## src/rtl/icache_line_fill.sv

```systemverilog
// Instruction-cache line fill engine: one AXI INCR burst per miss, assembled
// into a full line and offered to the cache, with snoop-driven stale tracking.
module icache_line_fill #(
    parameter int ID_WIDTH   = 13,
    parameter int ADDR_WIDTH = 64,
    parameter int DATA_WIDTH = 64,
    parameter int LINE_BEATS = 8,
    localparam int LINE_W    = DATA_WIDTH * LINE_BEATS
) (
    input  logic                  clk,
    input  logic                  reset_n,
    input  logic                  req_valid,
    output logic                  req_ready,
    input  logic [ADDR_WIDTH-1:0] req_addr,
    output logic                  fill_valid,
    input  logic                  fill_ready,
    output logic [ADDR_WIDTH-1:0] fill_addr,
    output logic [LINE_W-1:0]     fill_data,
    output logic                  fill_err,
    output logic                  fill_stale,
    output logic [ID_WIDTH-1:0]   m_axi_arid,
    output logic [ADDR_WIDTH-1:0] m_axi_araddr,
    output logic [7:0]            m_axi_arlen,
    output logic [2:0]            m_axi_arsize,
    output logic [1:0]            m_axi_arburst,
    output logic                  m_axi_arlock,
    output logic [3:0]            m_axi_arcache,
    output logic [2:0]            m_axi_arprot,
    output logic                  m_axi_arvalid,
    input  logic                  m_axi_arready,
    input  logic [ID_WIDTH-1:0]   m_axi_rid,
    input  logic [DATA_WIDTH-1:0] m_axi_rdata,
    input  logic [1:0]            m_axi_rresp,
    input  logic                  m_axi_rlast,
    input  logic                  m_axi_rvalid,
    output logic                  m_axi_rready,
    input  logic                  m_axi_acvalid,
    input  logic [ADDR_WIDTH-1:0] m_axi_acaddr,
    input  logic [3:0]            m_axi_acsnoop,
    output logic                  m_axi_acready
);

    localparam int OFF_W = $clog2(LINE_W / 8);
    localparam int CNT_W = (LINE_BEATS > 1) ? $clog2(LINE_BEATS) : 1;
    localparam logic [CNT_W-1:0] LAST_BEAT = CNT_W'(LINE_BEATS - 1);
    localparam logic [ADDR_WIDTH-1:0] LINE_MASK = ~((ADDR_WIDTH'(1) << OFF_W) - ADDR_WIDTH'(1));

    typedef enum logic [1:0] {IDLE, AR, R, DONE} state_t;

    state_t                state_reg, state_next;
    logic [ADDR_WIDTH-1:0] line_addr_reg;
    logic [CNT_W-1:0]      beat_cnt_reg;
    logic                  err_reg;
    logic                  stale_reg;

    logic req_fire, ar_fire, beat_fire, beat_last, beat_err, snoop_hit;

    // Response ID and snoop type carry no information for a read-only fill.
    logic unused_inputs;
    assign unused_inputs = ^{m_axi_rid, m_axi_acsnoop};

    assign req_fire  = req_valid && (state_reg == IDLE);
    assign ar_fire   = m_axi_arready && (state_reg == AR);
    assign beat_fire = m_axi_rvalid && (state_reg == R);
    assign beat_last = m_axi_rlast || (beat_cnt_reg == LAST_BEAT);
    // rlast must coincide exactly with the final slot; any mismatch is a protocol error.
    assign beat_err  = (m_axi_rresp != 2'b00) || (m_axi_rlast != (beat_cnt_reg == LAST_BEAT));
    assign snoop_hit = m_axi_acvalid && (state_reg != IDLE)
                       && ((m_axi_acaddr & LINE_MASK) == line_addr_reg);

    always_ff @(posedge clk) begin
        if (!reset_n) begin
            state_reg <= IDLE;
        end else begin
            state_reg <= state_next;
        end
    end

    always_comb begin
        state_next    = state_reg;
        req_ready     = 1'b0;
        m_axi_arvalid = 1'b0;
        m_axi_rready  = 1'b0;
        fill_valid    = 1'b0;
        case (state_reg)
            IDLE: begin
                req_ready = 1'b1;
                if (req_valid) state_next = AR;
            end
            AR: begin
                m_axi_arvalid = 1'b1;
                if (m_axi_arready) state_next = R;
            end
            R: begin
                m_axi_rready = 1'b1;
                if (m_axi_rvalid && beat_last) state_next = DONE;
            end
            DONE: begin
                fill_valid = 1'b1;
                if (fill_ready) state_next = IDLE;
            end
            default: state_next = IDLE;
        endcase
    end

    always_ff @(posedge clk) begin
        if (!reset_n) begin
            line_addr_reg <= '0;
            beat_cnt_reg  <= '0;
            err_reg       <= 1'b0;
            stale_reg     <= 1'b0;
        end else begin
            if (req_fire) begin
                line_addr_reg <= req_addr & LINE_MASK;
                err_reg       <= 1'b0;
                stale_reg     <= 1'b0;
            end
            if (ar_fire) beat_cnt_reg <= '0;
            if (beat_fire) begin
                beat_cnt_reg <= beat_cnt_reg + CNT_W'(1);
                if (beat_err) err_reg <= 1'b1;
            end
            if (snoop_hit) stale_reg <= 1'b1;
        end
    end

    // One register per beat slot; slots not reached by a short burst keep old data.
    genvar gi;
    generate
        for (gi = 0; gi < LINE_BEATS; gi++) begin : g_slot
            logic [DATA_WIDTH-1:0] slot_reg;
            always_ff @(posedge clk) begin
                if (!reset_n) begin
                    slot_reg <= '0;
                end else if (beat_fire && (beat_cnt_reg == CNT_W'(gi))) begin
                    slot_reg <= m_axi_rdata;
                end
            end
            assign fill_data[gi*DATA_WIDTH +: DATA_WIDTH] = slot_reg;
        end
    endgenerate

    assign fill_addr     = line_addr_reg;
    assign fill_err      = err_reg;
    assign fill_stale    = stale_reg;
    assign m_axi_arid    = '0;
    assign m_axi_araddr  = line_addr_reg;
    assign m_axi_arlen   = 8'(LINE_BEATS - 1);
    assign m_axi_arsize  = 3'($clog2(DATA_WIDTH / 8));
    assign m_axi_arburst = 2'b01;
    assign m_axi_arlock  = 1'b0;
    assign m_axi_arcache = 4'b0000;
    assign m_axi_arprot  = 3'b100;
    assign m_axi_acready = 1'b1;

endmodule

```

## config.mk

```make
export PLATFORM = sky130hd
export DESIGN_NAME = icache_line_fill
export DESIGN_NICKNAME = d
export VERILOG_FILES = /design/src/rtl/icache_line_fill.sv
export SDC_FILE = /design/constraint.sdc
export NUM_CORES = 1
export LEC_CHECK = 0
export BUFFER_PORTS_ARGS = -buffer_cell sky130_fd_sc_hd__buf_2
export CELL_PAD_IN_SITES_DETAIL_PLACEMENT = 0
export CELL_PAD_IN_SITES_GLOBAL_PLACEMENT = 1
export CORE_AREA = 2 2 351 353
export CTS_BUF_LIST = sky130_fd_sc_hd__clkbuf_16
export DETAILED_ROUTE_END_ITERATION = 16
export DIE_AREA = 0 0 353 355
export PLACE_DENSITY_LB_ADDON = 0.1
export SYNTH_ARGS = -nofsm -noshare
export SYNTH_HDL_FRONTEND = slang
export SYNTH_SLANG_ARGS = --single-unit
```

## constraint.sdc

```tcl
create_clock -name clk -period 2.46 [get_ports clk]
set_clock_uncertainty 0.1 [all_clocks]
set_input_delay 0 -clock clk [delete_from_list [all_inputs] [get_ports clk]]
set_output_delay 0 -clock clk [all_outputs]
set_load 0.05 [all_outputs]
```

==> impl_metrics.ini, run 1 <==
[route]
drt-total-wl_um = 115700
firstDrtPassIters = 5
drc_errors = 0
drt_iter0_markers = 1061
vias = 21100
viasPerCell = 3.969
wl_per_cell_um = 21.78
ant_nets = 0

[clock_network]
tritoncts = done
cts_buffers = 78
insertion_delay_ps = 640
clkSinkCount = 577
cts-root-buf = clkbuf_16
path_clk_slew_ps = 60
cts_htree_levels = 3
clock_path_buffers = 3

[pwr]
irDropWorstVdd_mv = 0.5067
power_leakage_nw = 13.66
p_per_area_nw_per_um2 = 802.3
finalPower_w = 0.02634

[run_status]
status = finished clean

[setup_path]
critPathCaptureType = flip-flop
required_ps = 2920
path_cells = xor2_1, nor4_1, nand3_1, nor4_1, buf_4, nand4_1, a21boi_1
cp_slowest_cell = nor4_1
start_kind = flip-flop
max_stage_delay_ps = 570
cp.arrival_ps = 2810
path_max_fanout = 4
critical_path.most_common_cell = nor4_1
r2r_slack_ps = 110
critical_path_class = reg2reg

[sta]
slew_viol_final = 0
relSlewSlack_pct = 52.82
setup_viol = 0
period_share_pct = 95.57
hold_viol = 0
rsz0062_at_grt = true
tightest_slew_ps = 701.2
timing.fmax_mhz = 425.3
post-route-min-period_ps = 2351
layout_setup_ws_ps = 108.9

[die]
die_h_um = 355
die_w_um = 353
fp.coreArea_sq_um = 121400
die-area_sq_um = 125300
start_util_pct = 19.11
rows = 128
ioPinCount = 900

[final_layout]
largest_reg_flops = 512
mostFrequentLayoutCells = nand2_1 (1144), buf_2 (822), dfxtp_1 (577), a21boi_0 (538), dlygate4sd3_1 (175)
finalNetCount = 3856
final_cell_area_sq_um = 32830
drive_above_1_share_pct = 27.37
utilization_pct = 27.04
syn_to_final_growth_pct = 41.46
final_common_cell = nand2_1

[logic_synthesis]
synth_cells = 2790
synth-seq-cells = 577
yosysUniqueCellTypes = 36
syn_area_sq_um = 23200
yosysSeqAreaShare_pct = 49.78
synth.avg_cell_area_sq_um = 8.317
yosysWarningCount = 0

[placement]
placed_cell_area_sq_um = 28610
post-place-ws_ps = 168.3
port_buffers = 823
routabilityCongestion = 0.7825
dp_hpwl_um = 82220

[global_routing]
grt_pass1_wl_um = 163600
antenna_found_initial = 6
grtUsageTotal_pct = 17.89
grt_overflow = 0
first_global_vias = 21020
grt_max_degree = 83

[run]
maxCapViolations = 0

[min_path]
hold_path.class = in2reg
## critical path: cells and delay by family, from the launching register on
family,cells,cell delay (ps)
AND/OR/NAND/NOR,4,1230
flip-flops,1,460
buffers and inverters,1,220
AO/OA/AOI/OAI,1,150
XOR/XNOR,1,120
## where the power goes
| group | leakage, nW | switching (W) | internal [W] |
|---|---|---|---|
| clock network | 1.26 | 0.00462 | 0.00650 |
| logic | 7.74 | 0.00376 | 0.00141 |
| registers | 4.66 | 0.000366 | 0.00968 |
## layout make-up
type	instances	area, sq um
fill	13440	88570
sequential	577	11550
clock buffer	80	2002
multi-input combinational	1889	9874
tap	1625	2033
clock inverter	61	439.2
timing repair buffer	1061	6849
antenna	4	10.01
inverter	18	67.56
## cell usage after synthesis
cell type / count / share of area (%)
a21oi_1: 3 / 0.065
o31ai_1: 1 / 0.032
o2bb2ai_1: 3 / 0.11
a2111o_1: 1 / 0.049
inv_1: 18 / 0.29
a21boi_0: 538 / 17
buf_4: 112 / 3.6
a222oi_1: 1 / 0.043
nor4_1: 8 / 0.22
and3_1: 7 / 0.19
a22oi_1: 1 / 0.032
and2_1: 1 / 0.027
nand3_2: 3 / 0.13
and2_4: 1 / 0.038
xor2_1: 17 / 0.64
dfxtp_1: 577 / 50
nand3_1: 2 / 0.043
nand4_1: 9 / 0.24
a221oi_1: 1 / 0.038
xnor2_1: 34 / 1.3
nor2_2: 1 / 0.027
o221ai_1: 1 / 0.038
nor2_1: 4 / 0.065
mux2i_1: 1 / 0.043
nand2_1: 1150 / 19
o22ai_1: 2 / 0.054
ha_1: 12 / 0.65
buf_2: 108 / 2.3
nor2b_1: 4 / 0.11
buf_8: 6 / 0.39
conb_1: 2 / 0.032
nand2b_1: 1 / 0.027
buf_6: 6 / 0.29
clkbuf_1: 119 / 1.9
a21boi_1: 34 / 1.1
o211a_1: 1 / 0.043
## routing by layer
metal	track usage, %	wire [um]	part of all wire, %
met1	22.37	50580	44
met2	29.99	54860	47
met3	5.051	7192	6.2
met4	4.970	3103	2.7
met5	0	12	0.010
## metrics by stage
step                      instances  hold WS (ps)  TNS [ps]
final                          5315         65.81         0
after global routing           5314         52.94    -41.82
after CTS                      5311         5.436         0
after detailed placement       4995         160.4         0
after global placement         4995         161.3         0
after floorplan                2835         44.92         0
## path summary, 6_finish.rpt
check | start | to | cells past startpoint
setup / recovery | fill_addr[44]$_SDFFE_PN0P_ | fill_stale$_SDFFE_PN0P_ | 7
hold reg to reg | g_slot[1].slot_reg[48]$_SDFFE_PN0P_ | g_slot[1].slot_reg[48]$_SDFFE_PN0P_ | 2
setup reg to reg | fill_addr[44]$_SDFFE_PN0P_ | fill_stale$_SDFFE_PN0P_ | 7
hold / removal | m_axi_acaddr[61] | fill_stale$_SDFFE_PN0P_ | 8
## kinds of logic after synthesis
logic type	after synthesis	share of synthesized area [%]
buffers and inverters	369	8.848
muxes	1	0.04314
adders and majority gates	12	0.6470
other	2	0.03236
DFF	577	49.78
and+or+nand+nor	1191	19.71
AOI/OAI and AO/OA	587	19.01
xor gates and xnor gates	51	1.925
## timing repair
item,in CTS,in global routing
hold endpoints to repair,577,0
buffers inserted,0,0
endpoints found under the setup margin,0,11
gates resized for setup,0,3
hold buffers,175,0
Power figures use the tool's default switching activity.
==> run 2: changes to the inputs <==
Settings changed: BUFFER_PORTS_ARGS -buffer_cell sky130_fd_sc_hd__buf_2 to -buffer_cell sky130_fd_sc_hd__clkbuf_2.
Clock period 2.46 ns to 2.55 ns, I/O delays scaled along.
==> run 2 against run 1 <==
Compared with the run above: wire length down 0.64%; critical path depth unchanged; clock power decreased by 8%; via count is 0.21% lower; global-route usage decreased by 0.15 points; combinational power shrank 3%; setup slack better by 73 ps; largest cell class unchanged; largest power group unchanged.
==> impl_metrics.ini, run 2 (synthesis results as in run 1) <==
[setup_path]
worst_r2r_endpoint = fill_stale$_SDFFE_PN0P_
path_buf_inv = 2
r2r_slack_ps = 180
critical_path_class = reg2reg
cp.arrival_ps = 2830
path_cells = xnor2_1, nand4_1, dlygate4sd3_1, nor4_2, buf_4, nand4_1, a21boi_1
timing.rr.start = fill_addr[54]$_SDFFE_PN0P_
worst-path-stages = 7
cp_slowest_cell = dlygate4sd3_1
path_max_fanout = 4
crit_path_end = fill_stale$_SDFFE_PN0P_
required_ps = 3020
start_kind = flip-flop
startpoint = fill_addr[54]$_SDFFE_PN0P_
max_stage_delay_ps = 610
critical_path.most_common_cell = nand4_1
r2r_cells = 7
crit_family = buffers and inverters
critPathCaptureType = flip-flop

[run]
maxCapViolations = 0

[clock_network]
post_cts.repair.setup_buffers = 0
clkSinkCount = 577
clock_path_buffers = 3
tritoncts = done
cts-root-buf = clkbuf_16
insertion_delay_ps = 640
path_clk_slew_ps = 60
cts_buffers = 79
cts_htree_levels = 3

[final_layout]
drive_above_1_share_pct = 26.90
finalNetCount = 3883
final_common_cell = nand2_1
mostFrequentLayoutCells = nand2_1 (1144), clkbuf_2 (822), dfxtp_1 (577), a21boi_0 (538), dlygate4sd3_1 (207)
fillers = 13420
fin_cells = 5337
final_cell_area_sq_um = 32820
syn_to_final_growth_pct = 41.43
largest_reg_flops = 512

[route]
drc_errors = 0
firstDrtPassIters = 5
drt_iter0_markers = 1069
drt-total-wl_um = 115000
wl_per_cell_um = 21.55
viasPerCell = 3.945
ant_nets = 0
vias = 21050

[sta]
relSlewSlack_pct = 62.97
tightest_slew_ps = 553.5
period_share_pct = 92.87
slew_viol_final = 0
timing.fmax_mhz = 422.2
hold_viol = 0
post-route-min-period_ps = 2368
rsz0062_at_grt = false
setup_viol = 0
tns_ps = 0

[pwr]
p_per_area_nw_per_um2 = 757.5
finalPower_w = 0.02486
power_leakage_nw = 13.24
irDropWorstVdd_mv = 0.5008

[die]
die_w_um = 353
rows = 128
ioPinCount = 900
die_h_um = 355
start_util_pct = 19.11
die-area_sq_um = 125300
fp.coreArea_sq_um = 121400

[placement]
routabilityCongestion = 0.7762
dp_cells = 4989
port_buffers = 823
placed_cell_area_sq_um = 28430
dp_hpwl_um = 81570

[min_path]
hold_path.class = in2reg

[global_routing]
grtUsageTotal_pct = 17.75
antenna_found_initial = 5
grt_max_degree = 81
grt_overflow = 0
grt_pass1_wl_um = 162400
first_global_vias = 21220

[run_status]
status = finished clean
==> run 2: worst min-delay path: cells and delay by family <==
kind,cells,cell delay (ps)
AND/OR/NAND/NOR,4,310
buffers and inverters,2,210
AO/OA/AOI/OAI,1,60
XOR/XNOR,1,130
==> run 2: cell type report <==
class                   count  area [sq um]  share of cell area [%]
inverters                  18         67.56                  0.2059
diodes                      2         5.005                 0.01525
multi-input cells        1889          9882                   30.11
well taps                1625          2033                   6.195
repair buffers           1087          6979                   21.27
flip-flops and latches    577         11550                   35.20
clock buffers              80          2002                   6.100
clock inverters            59         297.8                  0.9074
==> run 2: power breakdown <==
part | leakage [nW] | total, W | switching [W] | internal, W
Clock | 1.25 | 0.0102 | 0.00441 | 0.00575
Sequential | 4.66 | 0.00970 | 0.000366 | 0.00934
Combinational | 7.34 | 0.00500 | 0.00364 | 0.00137
Total | 13.2 | 0.0249 | 0.00841 | 0.0164
==> run 2: stage by stage <==
stage	setup WS [ps]	hold slack [ps]	utilization [%]
after floorplan	420.4	44.92	-
after global placement	271.1	144.1	23.42
after detailed placement	293.9	142.3	23.42
after CTS	17.63	0.7783	27.02
after global routing	25.56	38.94	27.03
final	181.7	38.72	27.03
==> run 2: metal layers <==
metal  GRT usage (%)  vias to the layer above  share of wire, %
met2           29.50                      593                47
met3           5.554                      129               7.1
met4           5.787                        6               2.8
li1                -                    10480                 -
met5               0                        -             0.035
met1           21.74                     9844                43
==> run 2: repair_timing <==
item                       CTS  global route
hold buffers               207             0
hold endpoints to repair   577             0
gates resized for setup      0             2
setup endpoints to repair    0            33
==> run 2: how the worst min path moves through the flow <==
stage                           startpoint                         end  slack [ps]  cells past startpoint
after global placement        req_addr[50]  fill_addr[50]$_SDFFE_PN0P_         140                      3
after CTS                     req_addr[18]  fill_addr[18]$_SDFFE_PN0P_         0.8                      4
final                     m_axi_acaddr[37]     fill_stale$_SDFFE_PN0P_          40                      8
after global routing          req_addr[18]  fill_addr[18]$_SDFFE_PN0P_          40                      4
after detailed placement      req_addr[60]  fill_addr[60]$_SDFFE_PN0P_         140                      3
after floorplan               req_addr[10]  fill_addr[10]$_SDFFE_PN0P_          40                      2
==> run 3: changes to the inputs <==
Settings changed: CORE_AREA 2 2 351 353 to 10 10 339 341, DIE_AREA 0 0 353 355 to 0 0 349 351.
==> run 3 against run 2 <==
Compared with the run above: register-to-register slack got worse by 20 ps; global-route usage rose by 0.51 points; sequential power hardly changed; combinational power barely moved; critical path type unchanged; largest cell class unchanged.
==> impl_metrics.ini, run 3 (synthesis results as in run 1) <==
[route]
ant_nets = 0
viasPerCell = 4.186
drc_errors = 0
drt-total-wl_um = 116600
wl_per_cell_um = 22.77
firstDrtPassIters = 5
drt_iter0_markers = 934
vias = 21430

[sta]
hold_viol = 0
rsz0062_at_grt = false
relSlewSlack_pct = 66.22
post-route-min-period_ps = 2388
timing.fmax_mhz = 418.8
tightest_slew_ps = 506.6
period_share_pct = 93.64
layout_setup_ws_ps = 162.1
slew_viol_final = 0
setup_viol = 0
tns_ps = 0

[global_routing]
grt_max_degree = 94
grt_pass1_wl_um = 164100
grt_overflow = 0
first_global_vias = 21990
antenna_found_initial = 3
grtUsageTotal_pct = 18.26

[clock_network]
cts-root-buf = clkbuf_16
cts_buffers = 76
clock_path_buffers = 3
clkSinkCount = 577
post_cts.repair.setup_buffers = 0
path_clk_slew_ps = 60
tritoncts = done
insertion_delay_ps = 630
cts_htree_levels = 3

[final_layout]
seqCellArea_sq_um = 11550
largest_reg_flops = 512
drive_above_1_share_pct = 26.96
mostFrequentLayoutCells = nand2_1 (1144), clkbuf_2 (822), dfxtp_1 (577), a21boi_0 (538), dlygate4sd3_1 (202)
multi_input_area_sq_um = 9878
fillers = 11700
utilization_pct = 30.13
final_common_cell = nand2_1
finalNetCount = 3877
syn_to_final_growth_pct = 40.36

[setup_path]
r2r_cells = 7
timing.rr.start = state_reg[0]$_SDFFE_PN0P_
r2r_slack_ps = 160
critPathCaptureType = flip-flop
cp.arrival_ps = 2870
start_kind = flip-flop
startpoint = state_reg[0]$_SDFFE_PN0P_
path_max_fanout = 23
required_ps = 3030
critical_path_class = reg2reg
worst_r2r_endpoint = fill_addr[10]$_SDFFE_PN0P_
crit_path_end = fill_addr[10]$_SDFFE_PN0P_

[die]
start_util_pct = 21.47
die-area_sq_um = 122500
ioPinCount = 900
die_h_um = 351
rows = 121
die_w_um = 349
fp.coreArea_sq_um = 108100

[placement]
dp_hpwl_um = 86240
routabilityCongestion = 0.8068
port_buffers = 823
post-place-ws_ps = 225.5

[min_path]
hold_path.class = in2reg

[pwr]
switching_share_pct = 33.12
finalPower_w = 0.02492
p_per_area_nw_per_um2 = 765.0
power_frac_comb_pct = 20.2
p_int_w = 0.01667
p_sw_w = 0.008252
power_leakage_nw = 13.22
clockPowerShare_pct = 40.9
sequentialPowerShare_pct = 38.9
irDropWorstVdd_mv = 0.3956

[run]
maxCapViolations = 0

[run_status]
status = finished clean
run 3: cell types whose count changed in the layout (fill, tap and decap cells not counted), sizes merged:
cell / before / now
clkbuf: 902 / 899
bufinv: 1 / 5
diode: 2 / 4
inv: 51 / 41
dlygate4sd3: 207 / 202
clkinvlp: 0 / 1
clkinv: 25 / 28
buf: 58 / 60
run 3: worst min-delay path by stage:
stage / from / to / depth (start not counted)
after floorplan: req_addr[10] / fill_addr[10]$_SDFFE_PN0P_ / 2
after global placement: req_addr[22] / fill_addr[22]$_SDFFE_PN0P_ / 3
after detailed placement: req_addr[22] / fill_addr[22]$_SDFFE_PN0P_ / 3
after CTS: m_axi_acaddr[27] / fill_stale$_SDFFE_PN0P_ / 8
after global routing: req_addr[18] / fill_addr[18]$_SDFFE_PN0P_ / 4
final: m_axi_acaddr[27] / fill_stale$_SDFFE_PN0P_ / 8
run 3: routing by layer:
| metal | vias to the layer above | GRT usage [%] | routed length (um) |
|---|---|---|---|
| met2 | 675 | 30.72 | 54900 |
| li1 | 10470 | - | - |
| met5 | - | 0 | 0 |
| met3 | 170 | 6.159 | 8917 |
| met4 | 0 | 6.664 | 4357 |
| met1 | 10120 | 21.41 | 48390 |
run 3: final cells by class:
cell class	instances	share of cell area, %
sequential	577	35.47
clock inverter	57	1.222
clock buffer	77	5.916
antenna	4	0.03073
multi-input combinational	1889	30.33
inverter	18	0.2074
tap	1414	5.432
timing repair buffer	1084	21.40
run 3: through the flow:
step                      hold WS [ps]  instance area (sq um)  instances
after floorplan                  44.92                  23370       2835
after global placement           134.0                  28200       4780
after detailed placement         143.6                  28200       4780
after CTS                        4.273                  32550       5116
after global routing             54.42                  32570       5118
final                            47.47                  32570       5120
run 3: power groups by stage:
stage               logic (W)  clock network [W]  registers (W)
CTS                   0.00506             0.0106        0.00971
global route          0.00534             0.0109        0.00974
finish                0.00503             0.0102        0.00970
global placement      0.00464                  0        0.00988
detailed placement    0.00465                  0        0.00990
floorplan             0.00249                  0         0.0108
run 3: what timing repair did:
item | CTS | global route
hold buffers | 202 | 0
setup endpoints to repair | 0 | 32
hold endpoints to repair | 577 | 0
resized for setup | 0 | 2
run 3: worst max-delay path, cell delays in order, from the launching register on:
cell,delay [ps]
dfxtp_1,340
inv_1,120
ha_2,350
and2_2,210
buf_4,260
nand2_1,210
a21boi_0,200
dlygate4sd3_1,560
